## src/rtl/qlearn_pkg.sv

```systemverilog
// qlearn_pkg: shared widths, update FSM encoding and float ordering key
package qlearn_pkg;
  localparam int STATE_W    = 6;
  localparam int ACT_W      = 2;
  localparam int NUM_ACT    = 1 << ACT_W;
  localparam int DATA_WIDTH = 32;

  typedef enum logic [2:0] {
    S_IDLE,
    S_RD,
    S_CAP,
    S_ISSUE,
    S_WAIT,
    S_WR
  } state_t;

  // Maps an IEEE-754 value onto an unsigned key with the same total order (+0 above -0)
  function automatic logic [DATA_WIDTH-1:0] fp_key(input logic [DATA_WIDTH-1:0] x);
    return x[DATA_WIDTH-1] ? ~x : x ^ {1'b1, {(DATA_WIDTH-1){1'b0}}};
  endfunction
endpackage

```

## src/rtl/fp_max_tracker.sv

```systemverilog
// fp_max_tracker: running IEEE-754 maximum and its index over a streamed sequence
module fp_max_tracker #(
  parameter int ACT_W      = qlearn_pkg::ACT_W,
  parameter int DATA_WIDTH = qlearn_pkg::DATA_WIDTH
) (
  input  logic                  i_clk,
  input  logic                  i_rst_n,
  input  logic                  i_clear,
  input  logic                  i_valid,
  input  logic [DATA_WIDTH-1:0] i_data,
  output logic [DATA_WIDTH-1:0] o_max,
  output logic [ACT_W-1:0]      o_arg
);
  import qlearn_pkg::*;

  logic [ACT_W-1:0] idx;
  logic             have;
  logic             take;

  // Strictly-greater replacement keeps the lowest index on ties
  assign take = !have || (fp_key(i_data) > fp_key(o_max));

  always_ff @(posedge i_clk or negedge i_rst_n)
    if (!i_rst_n) begin
      o_max <= '0;
      o_arg <= '0;
      idx   <= '0;
      have  <= 1'b0;
    end else if (i_clear) begin
      idx  <= '0;
      have <= 1'b0;
    end else if (i_valid) begin
      idx  <= idx + 1'b1;
      have <= 1'b1;
      if (take) begin
        o_max <= i_data;
        o_arg <= idx;
      end
    end
endmodule

```

## src/rtl/qtable_update_ctrl.sv

```systemverilog
// qtable_update_ctrl: sequences one Q-learning read/max/update/write-back cycle
// against a single-port-read, single-port-write Q-table BRAM.
module qtable_update_ctrl #(
  parameter int STATE_W    = qlearn_pkg::STATE_W,
  parameter int ACT_W      = qlearn_pkg::ACT_W,
  parameter int ADDR_WIDTH = 9,
  parameter int DATA_WIDTH = qlearn_pkg::DATA_WIDTH
) (
  input  logic                  i_clk,
  input  logic                  i_rst_n,
  input  logic                  i_req_valid,
  output logic                  o_req_ready,
  input  logic [STATE_W-1:0]    i_state,
  input  logic [ACT_W-1:0]      i_action,
  input  logic [STATE_W-1:0]    i_next_state,
  output logic [ADDR_WIDTH-1:0] o_q_addr_r,
  output logic                  o_q_read_en,
  input  logic [DATA_WIDTH-1:0] i_q_rdata,
  output logic [ADDR_WIDTH-1:0] o_q_addr_w,
  output logic                  o_q_write_en,
  output logic [DATA_WIDTH-1:0] o_q_wdata,
  output logic                  o_upd_valid,
  input  logic                  i_upd_ready,
  output logic [DATA_WIDTH-1:0] o_q_sa,
  output logic [DATA_WIDTH-1:0] o_q_max_next,
  output logic [ACT_W-1:0]      o_max_action,
  input  logic                  i_res_valid,
  input  logic [DATA_WIDTH-1:0] i_res_data,
  output logic                  o_busy,
  output logic                  o_done
);
  import qlearn_pkg::state_t;
  import qlearn_pkg::S_IDLE;
  import qlearn_pkg::S_RD;
  import qlearn_pkg::S_CAP;
  import qlearn_pkg::S_ISSUE;
  import qlearn_pkg::S_WAIT;
  import qlearn_pkg::S_WR;

  localparam int NA = 1 << ACT_W;

  state_t                  st, nx;
  logic [ACT_W:0]          cnt;
  logic [STATE_W-1:0]      s_q, sn_q;
  logic [ACT_W-1:0]        a_q;
  logic [DATA_WIDTH-1:0]   q_sa, res_q;
  logic                    accept;
  logic [ADDR_WIDTH-1:0]   sa_addr;

  assign accept  = (st == S_IDLE) && i_req_valid;
  assign sa_addr = ADDR_WIDTH'({s_q, a_q});
  assign o_q_sa  = q_sa;

  always_comb begin
    nx = st;
    unique case (st)
      S_IDLE:  nx = i_req_valid ? S_RD : S_IDLE;
      S_RD:    nx = (cnt == (ACT_W+1)'(NA)) ? S_CAP : S_RD;
      S_CAP:   nx = S_ISSUE;
      S_ISSUE: nx = i_upd_ready ? S_WAIT : S_ISSUE;
      S_WAIT:  nx = i_res_valid ? S_WR : S_WAIT;
      S_WR:    nx = S_IDLE;
      default: nx = S_IDLE;
    endcase
    o_req_ready  = (st == S_IDLE);
    o_busy       = (st != S_IDLE);
    o_q_read_en  = (st == S_RD);
    // The first NA reads scan s'; the final read (cnt == NA) fetches Q(s,a)
    o_q_addr_r   = (st != S_RD) ? '0 :
                   cnt[ACT_W] ? sa_addr : ADDR_WIDTH'({sn_q, cnt[ACT_W-1:0]});
    o_upd_valid  = (st == S_ISSUE);
    o_q_write_en = (st == S_WR);
    o_done       = (st == S_WR);
    o_q_addr_w   = (st == S_WR) ? sa_addr : '0;
    o_q_wdata    = (st == S_WR) ? res_q : '0;
  end

  always_ff @(posedge i_clk or negedge i_rst_n)
    if (!i_rst_n) begin
      st    <= S_IDLE;
      cnt   <= '0;
      s_q   <= '0;
      sn_q  <= '0;
      a_q   <= '0;
      q_sa  <= '0;
      res_q <= '0;
    end else begin
      st <= nx;
      if (accept) begin
        s_q  <= i_state;
        a_q  <= i_action;
        sn_q <= i_next_state;
        cnt  <= '0;
      end
      if (st == S_RD) cnt <= cnt + 1'b1;
      if (st == S_CAP) q_sa <= i_q_rdata;
      if (st == S_WAIT && i_res_valid) res_q <= i_res_data;
    end

  // Read data lags the address by one cycle, so RD cycles after the first carry s' entries
  fp_max_tracker #(.ACT_W(ACT_W), .DATA_WIDTH(DATA_WIDTH)) u_max (
    .i_clk   (i_clk),
    .i_rst_n (i_rst_n),
    .i_clear (accept),
    .i_valid ((st == S_RD) && (cnt != '0)),
    .i_data  (i_q_rdata),
    .o_max   (o_q_max_next),
    .o_arg   (o_max_action)
  );
endmodule

```

## config.mk

```make
export PLATFORM = sky130hd
export DESIGN_NAME = qtable_update_ctrl
export DESIGN_NICKNAME = d
export VERILOG_FILES = /design/src/rtl/qlearn_pkg.sv /design/src/rtl/fp_max_tracker.sv /design/src/rtl/qtable_update_ctrl.sv
export SDC_FILE = /design/constraint.sdc
export NUM_CORES = 1
export LEC_CHECK = 0
export ABC_AREA = 1
export ABC_CLOCK_PERIOD_IN_PS = 2340
export CORE_UTILIZATION = 35
export CTS_CLUSTER_SIZE = 20
export DETAILED_ROUTE_END_ITERATION = 16
export GPL_TIMING_DRIVEN = 0
export PLACE_DENSITY_LB_ADDON = 0.15
export SYNTH_ARGS = -nofsm -noshare
export SYNTH_HDL_FRONTEND = slang
export SYNTH_SLANG_ARGS = --single-unit
```

## constraint.sdc

```tcl
create_clock -name i_clk -period 2.34 [get_ports i_clk]
set_input_delay 0.585 -clock i_clk [delete_from_list [all_inputs] [get_ports i_clk]]
set_output_delay 0.585 -clock i_clk [all_outputs]
set_load 0.05 [all_outputs]
```

==> impl_results.md, run 1 <==
* Status: finished, violations left
* Failing checks: setup timing
* Cells after synthesis at 786
* Area leader, netlist: dfrtp_1
* Area Overhead vs Synth at 61.4%
* Metal-1 WL at around 8200 µm
* Antenna violations before repair at 0
* GRT Total Usage at a little over 20%
* Latest clock arrival within the worst-skew pair at 420 ps
* Post-synthesis sequential area ratio at between 40% and 50%
* Highest routed metal layer: met4
* Multi-input gate area at 3380 µm²
* Crit path launch type: flip-flop
* Fin crit share at 102%
* Num rows at 49
* Core area at ~18,000 µm²
* Largest net degree at the start of global routing at 67
* Detailed-placement wirelength estimate at 12,900 µm
* Yosys cell types at 32
* Die Ht at between 100 and 150 µm
* Data required time of the critical path at 2690 ps
* Met2 routed WL at 9130 µm
* Vias per cell at about 4.6
* Pins Over Slew Limit at 0
* Crit end category: flip-flop
* Worst Path Buf+Inv at 4
* Synth warn at 0
* Crit path time final at 2380 ps
* Diode count at 0
* CP arrival at 2730 ps
* Sw Ratio at 47.5%
* Worst-Margin Slew at 622 ps
* Clk pwr share at between 10% and 20%
* CTS H-tree lvls at 4
* Final core utilization at between 50% and 60%
* Placed cell count at 1,218
* Reg2Reg Setup Slack at -40 ps
* Initial DRC count at 197
* Avg WL per Cell at 14.7 µm
* Vias in the first global route at 5,674
* Top post-synthesis cells by area: dfrtp_1 (47%), nand2_1 (14%), ha_1 (6.6%), nor2_1 (5.5%), xnor2_1 (4.3%)
* Sequential fraction of design power at a little over a fifth
* Final WL at 18,800 µm
* Port Buffer Count at 201
* Final setup viols at 74
* Starting Density at 35.8%
* CTS sink count at 121
* Share of cells above drive strength 1 at 21.1%
* Clock tree buffer depth at 2
* Worst slew margin at 58.6%
* Met3 WL at 1200 µm
* Total CTS buffers at 17
* Routability cong. at between 0.7 and 0.8
* 1st-pass router iterations at 4
* Max-Cap Viols at 0
* Hold_buf cts at 0
* Vias post-DR at slightly below 6,000
* DRC at 0
* Crit path kind: flip-flop to flip-flop
* FF/Latch Area at just over 3000 µm²
* Syn_area_per_cell at 8.21 µm²
* CTS Root Cell: clkbuf_16
* Final global-route overflow total at 0
* First-pass GRT wire length at 29,200 µm
* Power per cell area at 1620 nW/µm²
* CP peak stage delay at 410 ps
* FMAX at 420 MHz
* Slowest stage cell, crit path: dfrtp_2
* Mapped cell area at between 6000 and 7000 µm²
* Static Leakage at 5.04 nW
* Crit path top cell by count: nand2_1
* Layout fillers at 1,642
* Gate power share at 61.8%
* Pint at 8.82 mW
* Clock Skews at approximately 10 ps
* Hold crit path type: primary input to async pin
* Seq cells post-synth at 121
* Hold Slack at 123 ps
* Maximum VDD drop at approximately 0.00092 V
* I/O Pins at 205
* Critical path peak fanout at 10
* Non-Filler Instances at 1,273
* DRT antenna net count at 0
* Cell family with most CP delay: buffers and inverters
* Final WS setup at -39.6 ps
* Sw Pwr at 7.99 mW
* Final net count at 1,148
* CTS tree: yes
* Clock slew at reported path FFs at 60 ps
* Unrepaired setup endpoints after global routing: yes
* DIE AREA at 19,000 µm²
* Crit path cell chain: buf_8 > buf_12 > xnor2_2 > ha_1 > buf_4 > a21oi_1 > nand3_1 > a21oi_2 > nand2_1 > nand2_2 > nand2_4 > nand2_8 > buf_8 > nand2_1 > nand2_1
* Final Hold Fails at 0
* Die width at 138 µm
* Top-area cell type share of the netlist area at 46.9%
==> layout by cell type (no fill, tap or decap), types with 4 or more instances in the layout <==
master	netlist	final
ha_1	34	34
nor2_4	0	43
nand2_2	2	9
buf_8	0	12
clkbuf_16	0	25
nor2_2	0	4
nand3_1	38	38
a21oi_1	53	45
buf_4	6	22
clkbuf_8	0	9
buf_2	12	8
xnor2_1	32	31
nor2_1	94	47
inv_1	59	58
a21oi_4	1	7
xor2_1	31	31
o21ai_0	14	14
dfrtp_1	121	118
nand2_1	243	236
buf_6	7	52
clkbuf_1	12	8
clkdlybuf4s50_1	0	142
==> layer usage <==
layer	vias up	global-route usage [%]
li1	2943	-
met1	2778	25.7
met2	154	33.2
met3	16	5.48
met4	0	6.76
met5	-	0
==> Yosys cell counts, drive strengths merged <==
cell type	instances
a21oi	55
conb	1
nand3	38
o22ai	1
o31ai	1
nand2	247
a22o	1
o21a	1
buf	28
clkinv	1
nor2	94
a21o	2
nand4	3
xor2	31
o21ai	15
nor3	3
clkbuf	14
xnor2	32
inv	63
dfrtp	121
ha	34
==> per-stage QoR <==
step                      worst slack (ps)  TNS [ps]  instance area (µm²)  power (mW)
after floorplan                      -50.2     -2180                 6940        10.4
after global placement               -5010   -586300                 9240        13.1
after detailed placement              -655    -38920                 9270        13.2
after CTS                            -75.0     -2160                10100        16.3
after global routing                  -214    -11360                10400        18.0
final                                -39.6     -1820                10400        16.8
==> power groups by stage <==
stage | combinational, mW | sequential [mW] | clock, mW
after CTS | 9.82 | 3.64 | 2.82
after global placement | 9.47 | 3.65 | 0
after floorplan | 4.91 | 5.50 | 0
after detailed placement | 9.53 | 3.67 | 0
final | 10.4 | 3.64 | 2.78
after global routing | 11.3 | 3.78 | 2.91
==> repair_timing <==
action / in CTS / in global routing
gates cloned: 4 / 2
buffers inserted: 5 / 13
resized for setup: 370 / 45
pin swaps: 12 / 7
endpoints found under the setup margin: 88 / 84
==> final cells by class <==
type	count	share of cell area (%)
Multi-Input combinational cell	560	32.5
Sequential cell	121	29.1
Timing Repair Buffer	226	23.0
Clock buffer	26	4.89
Buffer	41	4.27
Tap cell	229	2.75
Inverter	64	2.38
Clock inverter	6	1.06
==> final timing paths <==
| check | start | endpoint | cells after the start |
|---|---|---|---|
| max | u_max.o_max[31] | u_max.o_max[8] | 15 |
| min | i_rst_n | o_q_sa[31] | 1 |
| max reg2reg | u_max.o_max[31] | u_max.o_max[8] | 15 |
| min reg2reg | o_q_sa[4] | o_q_sa[4] | 2 |
| max in group asynchronous | i_rst_n | st[2] | 2 |
| min in group i_clk | o_q_sa[4] | o_q_sa[4] | 2 |
==> sequential cells by signal, indices dropped and copies added (netlist names), 2 cells and up <==
signal,count
s_q,6
a_q,2
res_q,32
u_max.o_max,32
sn_q,6
cnt,3
o_q_sa,32
u_max.idx,2
u_max.o_arg,2
st,3
==> cells by family (layout without fill, tap and decap cells) <==
logic type / Yosys count / in the layout / synth area share, %
DFF: 121 / 121 / 46.9
adders and majority gates: 34 / 34 / 6.60
buffers and inverters: 106 / 363 / 7.68
AOI/OAI and AO/OA: 76 / 76 / 6.36
xor gates and xnor gates: 63 / 63 / 8.55
other: 1 / 2 / 0.0581
and+or+nand+nor: 385 / 385 / 23.8
Note: power is estimated with default switching activity, not from simulation.
==> run 2: changes to the inputs <==
--- a/config.mk
+++ b/config.mk
@@ -6,7 +6,7 @@
 export NUM_CORES = 1
 export LEC_CHECK = 0
 export ABC_AREA = 1
-export ABC_CLOCK_PERIOD_IN_PS = 2340
+export ABC_CLOCK_PERIOD_IN_PS = 2400
 export CORE_UTILIZATION = 35
 export CTS_CLUSTER_SIZE = 20
 export DETAILED_ROUTE_END_ITERATION = 16
==> constraint.sdc (replaced) <==
create_clock -name i_clk -period 2.4 [get_ports i_clk]
set_input_delay 0.6 -clock i_clk [delete_from_list [all_inputs] [get_ports i_clk]]
set_output_delay 0.6 -clock i_clk [all_outputs]
set_load 0.05 [all_outputs]
==> run 2 against run 1 <==
The flow still finishes with violations (setup timing). Global-route usage down 0.41 points. Flip-flop and latch count unchanged. Critical path type is now primary input to flip-flop. Wire length down 1.4%. Non-clock buffer count up 2. Critical path depth up 2. Setup slack worse by 59 ps. Sequential share of layout area up 0.39 points. Utilization down 0.78 points. Die area unchanged. Combinational power about the same.
==> impl_results.md, run 2 (synthesis gave the netlist of run 1 again) <==
* Routability cong. at 0.781 (was 0.772)
* Final WL at 18,500 µm (was 18,800 µm)
* Vias post-DR at 5,778 (was 5,891)
* Pint at 8.78 mW (was 8.82 mW)
* Die width at 138 µm (unchanged)
* Crit end category: flip-flop (unchanged)
* Initial DRC count at 151 (was 197)
* Avg WL per Cell at 14.5 µm (was 14.7 µm)
* Antenna violations before repair at 0 (unchanged)
* Sw Pwr at 7.95 mW (was 7.99 mW)
* Gate power share at 62.2% (was 61.8%)
* Critical path peak fanout at 8 (was 10)
* Detailed-placement wirelength estimate at 12,700 µm (was 12,900 µm)
* Data required time of the critical path at 2710 ps (was 2690 ps)
* Multi-input gate area at 3320 µm² (was 3380 µm²)
* Final Hold Fails at 0 (unchanged)
* Hold Slack at 165 ps (was 123 ps)
* Max-Cap Viols at 0 (unchanged)
* Crit path kind: primary input to flip-flop (was flip-flop to flip-flop)
* Most frequent cells in the layout: nand2_1 (205), clkdlybuf4s50_1 (139), dfrtp_1 (119) (was nand2_1 (236), clkdlybuf4s50_1 (142), dfrtp_1 (118))
* Crit path launch type: primary input (was flip-flop)
* Cell area after layout at 10,300 µm² (was 10,400 µm²)
* Sw Ratio at 47.5% (about the same)
* Clock tree buffer depth at 2 (unchanged)
* DIE AREA at 19,000 µm² (unchanged)
* I/O Pins at 205 (unchanged)
* Core area at 18,000 µm² (unchanged)
* Die Ht at 138 µm (unchanged)
* Commonest non-fill, non-tap cell in the layout: nand2_1 (unchanged)
* Starting Density at 35.8% (unchanged)
* Final WS setup at -98.7 ps (was -39.6 ps)
* Hold crit path type: primary input to async pin (unchanged)
* Worst slew margin at 57.5% (was 58.6%)
* Crit path time final at 2500 ps
* Latest clock arrival within the worst-skew pair at 410 ps (was 420 ps)
* Vias in the first global route at 5,637 (was 5,674)
* Port Buffer Count at 201 (unchanged)
* CTS tree: yes (unchanged)
* Pins Over Slew Limit at 0 (unchanged)
* Vias per cell at 4.53 (was 4.63)
* Clk pwr share at 16.1% (was 16.6%)
* Largest net degree at the start of global routing at 62 (was 67)
* Worst-Margin Slew at 638 ps (was 622 ps)
* Maximum VDD drop at 0.000922 V (was 0.000918 V)
* Total CTS buffers at 17 (unchanged)
* GRT Total Usage at 19.8% (was 20.3%)
* Layout fillers at 1,662 (was 1,642)
* Tot Pwr at 16.7 mW (was 16.8 mW)
* Clock slew at reported path FFs at 60 ps (about the same)
* DRC at 0 (unchanged)
* Power per cell area at 1630 nW/µm² (was 1620 nW/µm²)
* CTS Root Cell: clkbuf_16 (unchanged)
* First-pass GRT wire length at 28,700 µm (was 29,200 µm)
* Final core utilization at 57.0% (was 57.8%)
* FMAX at around 400 MHz
* CP arrival at 2800 ps (was 2730 ps)
* Post-placement cell area at 8980 µm² (was 9270 µm²)
* Fin crit share at 104%
* Final setup viols at 34 (was 74)
* Num rows at 49 (unchanged)
* Area Overhead vs Synth at 59.2% (was 61.4%)
* Static Leakage at 5.03 nW (was 5.04 nW)
* Final global-route overflow total at 0 (unchanged)
* Status: finished, violations left (unchanged)
* Unrepaired setup endpoints after global routing: yes (unchanged)
* 1st-pass router iterations at 4 (unchanged)
* Final net count at 1,150 (was 1,148)
* Sequential fraction of design power at 21.7% (about the same)
* CTS H-tree lvls at 4 (unchanged)
* Failing checks: setup timing (unchanged)
* FF/Latch Area at 3030 µm² (about the same)
* CTS sink count at 121 (unchanged)
* Place WS at -558 ps (was -655 ps)
* Clock Skews at 8.11 ps (was 10.3 ps)
* DRT antenna net count at 0 (unchanged)
* Diode count at 0 (unchanged)
* Share of cells above drive strength 1 at 25.0% (was 21.1%)
[run 2: worst paths after layout]
check                           startpoint               to  slack (ps)  cells after the start
max in group asynchronous          i_rst_n        res_q[20]        1520                      2
hold reg to reg                  o_q_sa[3]        o_q_sa[3]         470                      2
setup reg to reg           u_max.o_max[31]  u_max.o_max[30]         -90                     18
min in group i_clk               o_q_sa[3]        o_q_sa[3]         470                      2
hold / removal                     i_rst_n       o_q_sa[29]         170                      1
setup / recovery             i_q_rdata[15]  u_max.o_max[30]        -100                     17
[run 2: power groups by stage]
stage | Combinational, mW | Clock (mW) | Sequential [mW]
after floorplan | 4.51 | 0 | 5.36
after global placement | 8.94 | 0 | 3.58
after detailed placement | 9.00 | 0 | 3.60
after CTS | 9.36 | 2.76 | 3.57
after global routing | 11.3 | 2.85 | 3.75
final | 10.4 | 2.69 | 3.63
[run 2: layer usage]
layer / share of wire (%) / vias up / GRT usage (%)
li1: - / 2948 / -
met1: 44 / 2666 / 25.4
met2: 48 / 149 / 31.9
met3: 7.1 / 15 / 6.59
met4: 0.94 / 0 / 5.25
met5: 0 / - / 0
[run 2: repair_timing]
| item | 4_1_cts | 5_1_grt |
|---|---|---|
| hold buffers | 0 | 0 |
| gates resized for setup | 352 | 103 |
| pin swaps | 3 | 26 |
| cloned | 1 | 6 |
| setup endpoints to repair | 84 | 86 |
| buffers inserted | 6 | 13 |
[run 2: final cells by class]
cell class / count / area share, %
tap: 229 / 2.79
clock inverter: 13 / 1.63
clock buffer: 19 / 4.41
sequential: 121 / 29.5
inverter: 64 / 2.41
timing repair buffer: 228 / 23.0
buffer: 41 / 3.90
multi-input combinational: 560 / 32.3
[run 2: worst max-delay path, cell delays in order]
cell and delay (ps):
clkdlybuf4s50_1 490, xor2_1 180, ha_1 340, nand2_2 100
nor2_4 130, nand2_2 70, inv_1 50, nand2_1 40
nand2_1 50, nand2_1 40, nand2_1 60, nand2_2 60
nand2_4 150, nand2_8 130, clkbuf_16 190, nand2_2 50
nand2_2 50
[run 2: stage by stage]
step	instances	setup TNS, ps
floorplan	787	-4800
global placement	1217	-564730
detailed placement	1218	-37350
CTS	1256	-740
global route	1275	-7360
finish	1275	-2620
==> run 3: changes to the inputs <==
--- a/config.mk
+++ b/config.mk
@@ -12,6 +12,7 @@
 export DETAILED_ROUTE_END_ITERATION = 16
 export GPL_TIMING_DRIVEN = 0
 export PLACE_DENSITY_LB_ADDON = 0.15
+export SLEW_MARGIN = 20
 export SYNTH_ARGS = -nofsm -noshare
 export SYNTH_HDL_FRONTEND = slang
 export SYNTH_SLANG_ARGS = --single-unit
==> run 3 against run 2 <==
The run still ends with setup timing left. Clock skew about the same. Flip-flop and latch count did not move. First-iteration DRC count increased by 2.0%. Non-clock buffer count is 3 higher. Critical path depth grew 1. Wire length rose by 1.5%. Global-route usage is essentially flat. Setup slack better by 3.8 ps. Critical path type is now flip-flop to flip-flop. Largest cell class unchanged.
==> impl_results.md, run 3 (synthesis gave the netlist of run 1 again) <==
* Vias per cell at 4.54 (was 4.53)
* GRT Total Usage at 19.8% (about the same)
* Largest net degree at the start of global routing at 62 (unchanged)
* Worst-Margin Slew at 636 ps (was 638 ps)
* 1st-pass router iterations at 4 (unchanged)
* DRT antenna net count at 0 (unchanged)
* Final WS setup at -94.9 ps (was -98.7 ps)
* Maximum VDD drop at 0.000923 V (was 0.000922 V)
* Vias post-DR at 5,800 (was 5,778)
* Reg2Reg Setup Slack at -90 ps (about the same)
* Failing checks: setup timing (unchanged)
* CTS H-tree lvls at 4 (unchanged)
* Crit end category: flip-flop (unchanged)
* CTS tree: yes (unchanged)
* Sw Pwr at 8.10 mW (was 7.95 mW)
* Critical path peak fanout at 8 (unchanged)
* Static Leakage at 5.12 nW (was 5.03 nW)
* Crit path time final at 2490 ps (was 2500 ps)
* Diode count at 0 (unchanged)
* R2R depth at 18 (unchanged)
* I/O Pins at 205 (unchanged)
* Grt met1 use at 25.4% (unchanged)
* Area Overhead vs Synth at 65.2% (was 59.2%)
* Clock slew at reported path FFs at 60 ps (about the same)
* Sw Ratio at 47.7% (was 47.5%)
* Vias in the first global route at 5,635 (was 5,637)
* Most crowded layer after global routing: met2 (unchanged)
* Pint at 8.89 mW (was 8.78 mW)
* Final WL at 18,800 µm (was 18,500 µm)
* Starting Density at 35.8% (unchanged)
* DRC at 0 (unchanged)
* Detailed-placement wirelength estimate at 12,700 µm (about the same)
* Share of cells above drive strength 1 at 25.3% (was 25.0%)
* Hold crit path type: primary input to async pin (unchanged)
* Max-Cap Viols at 0 (unchanged)
* Most frequent cells in the layout: nand2_1 (205), clkdlybuf4s50_1 (139), dfrtp_1 (119) (unchanged)
* Total CTS buffers at 17 (unchanged)
* Num rows at 49 (unchanged)
* Power per cell area at 1590 nW/µm² (was 1630 nW/µm²)
* Antenna violations before repair at 0 (unchanged)
* Setup TNS Final at -2780 ps (was -2620 ps)
* Commonest non-fill, non-tap cell in the layout: nand2_1 (unchanged)
* Worst slew margin at 57.6% (was 57.5%)
* Clk pwr share at 15.8% (was 16.1%)
* Clock tree buffer depth at 2 (unchanged)
* Hold Slack at 112 ps (was 165 ps)
* Core area at 18,000 µm² (unchanged)
* Data required time of the critical path at 2710 ps (about the same)
* CTS sink count at 121 (unchanged)
* Clock Skews at 8.59 ps (was 8.11 ps)
* Final global-route overflow total at 0 (unchanged)
* Pins Over Slew Limit at 0 (unchanged)
* CP arrival at 2800 ps (about the same)
* Fin crit share at 104% (about the same)
* Hold_buf cts at 0 (unchanged)
* Port Buffer Count at 201 (unchanged)
* Reg2reg start: u_max.o_max[31] (unchanged)
* Gate power share at 62.8% (was 62.2%)
* Avg WL per Cell at 14.7 µm (was 14.5 µm)
* Met3 Use GR at 6.55% (was 6.59%)
* Crit path kind: flip-flop to flip-flop (was primary input to flip-flop)
* Place WS at -558 ps (unchanged)
* DIE AREA at 19,000 µm² (unchanged)
* Latest clock arrival within the worst-skew pair at 410 ps (about the same)
* FMAX at 401 MHz (was 400 MHz)
* CTS Root Cell: clkbuf_16 (unchanged)
* Status: finished, violations left (unchanged)
* Final Hold Fails at 0 (unchanged)
* Die width at 138 µm (unchanged)
* Sequential fraction of design power at 21.4% (was 21.7%)
* Routability cong. at 0.781 (unchanged)
* Unrepaired setup endpoints after global routing: yes (unchanged)
* Final setup viols at 56 (was 34)
* Crit path launch type: flip-flop (was primary input)
* Reg-to-reg endpoint: u_max.o_max[30] (unchanged)
* Final core utilization at 59.1% (was 57.0%)
* Final net count at 1,153 (was 1,150)
* Tot Pwr at 17.0 mW (was 16.7 mW)
* Grt met2 use at 31.9% (about the same)
* Die Ht at 138 µm (unchanged)
* Initial DRC count at 154 (was 151)
* First-pass GRT wire length at 28,700 µm (about the same)
run 3: changes by cell type in the layout (fill, tap and decap cells not counted), sizes merged:
| cell | before | now |
|---|---|---|
| buf | 105 | 108 |
| clkinv | 4 | 5 |
| inv | 65 | 64 |
run 3: timing repair:
action	CTS	global route
pin swaps	3	26
gates cloned	1	9
setup buffers	6	13
setup endpoints to repair	84	86
resized for setup	352	173
run 3: critical path, cell delays in order (launching register included):
cell and delay, ps:
dfrtp_2 420, buf_12 160, buf_12 140, xnor2_2 130, ha_1 340, nand2_2 100
nor2_4 130, nand2_2 70, inv_1 50, nand2_1 50, nand2_1 50, nand2_1 40
nand2_1 60, nand2_2 60, nand2_4 150, nand2_8 140, clkbuf_16 190, nand2_2 50
nand2_2 50
run 3: power by group through the flow:
| stage | registers (mW) | logic (mW) | clock network (mW) |
|---|---|---|---|
| 3_3_place_gp | 3.58 | 8.94 | 0 |
| 3_5_place_dp | 3.60 | 9.00 | 0 |
| 4_1_cts | 3.57 | 9.36 | 2.76 |
| 5_1_grt | 3.75 | 11.6 | 2.85 |
| 2_1_floorplan | 5.36 | 4.51 | 0 |
| 6_report | 3.63 | 10.7 | 2.68 |
run 3: worst max path at each step:
stage / from / endpoint / slack, ps / cells after the start
3_5_place_dp: i_q_rdata[23] / u_max.o_max[9] / -560 / 15
4_1_cts: u_max.o_max[31] / u_max.o_arg[1] / -40 / 16
3_3_place_gp: i_rst_n / u_max.o_max[31] / -4840 / 1
5_1_grt: u_max.o_max[31] / u_max.o_max[16] / -230 / 16
6_report: u_max.o_max[31] / u_max.o_max[30] / -90 / 18
2_1_floorplan: st[0] / o_q_addr_r[2] / -110 / 5
run 3: cell type report:
class	count	area [µm²]
Buffer	41	419
Clock buffer	19	453
Clock inverter	13	168
Fill cell	1604	7370
Inverter	64	250
Multi-Input combinational cell	560	3520
Sequential cell	121	3030
Tap cell	229	287
Timing Repair Buffer	231	2530
run 3: per-stage QoR:
| step | cells | instance area, µm² |
|---|---|---|
| final | 1278 | 10700 |
| after global placement | 1217 | 8950 |
| after CTS | 1256 | 9700 |
| after floorplan | 787 | 6650 |
| after detailed placement | 1218 | 8980 |
| after global routing | 1278 | 10700 |
run 3: layer usage:
layer,vias to the layer above,share of wire [%]
met4,0,0.78
met1,2686,43
met3,9,7.1
met2,147,49
met5,-,0
li1,2958,-
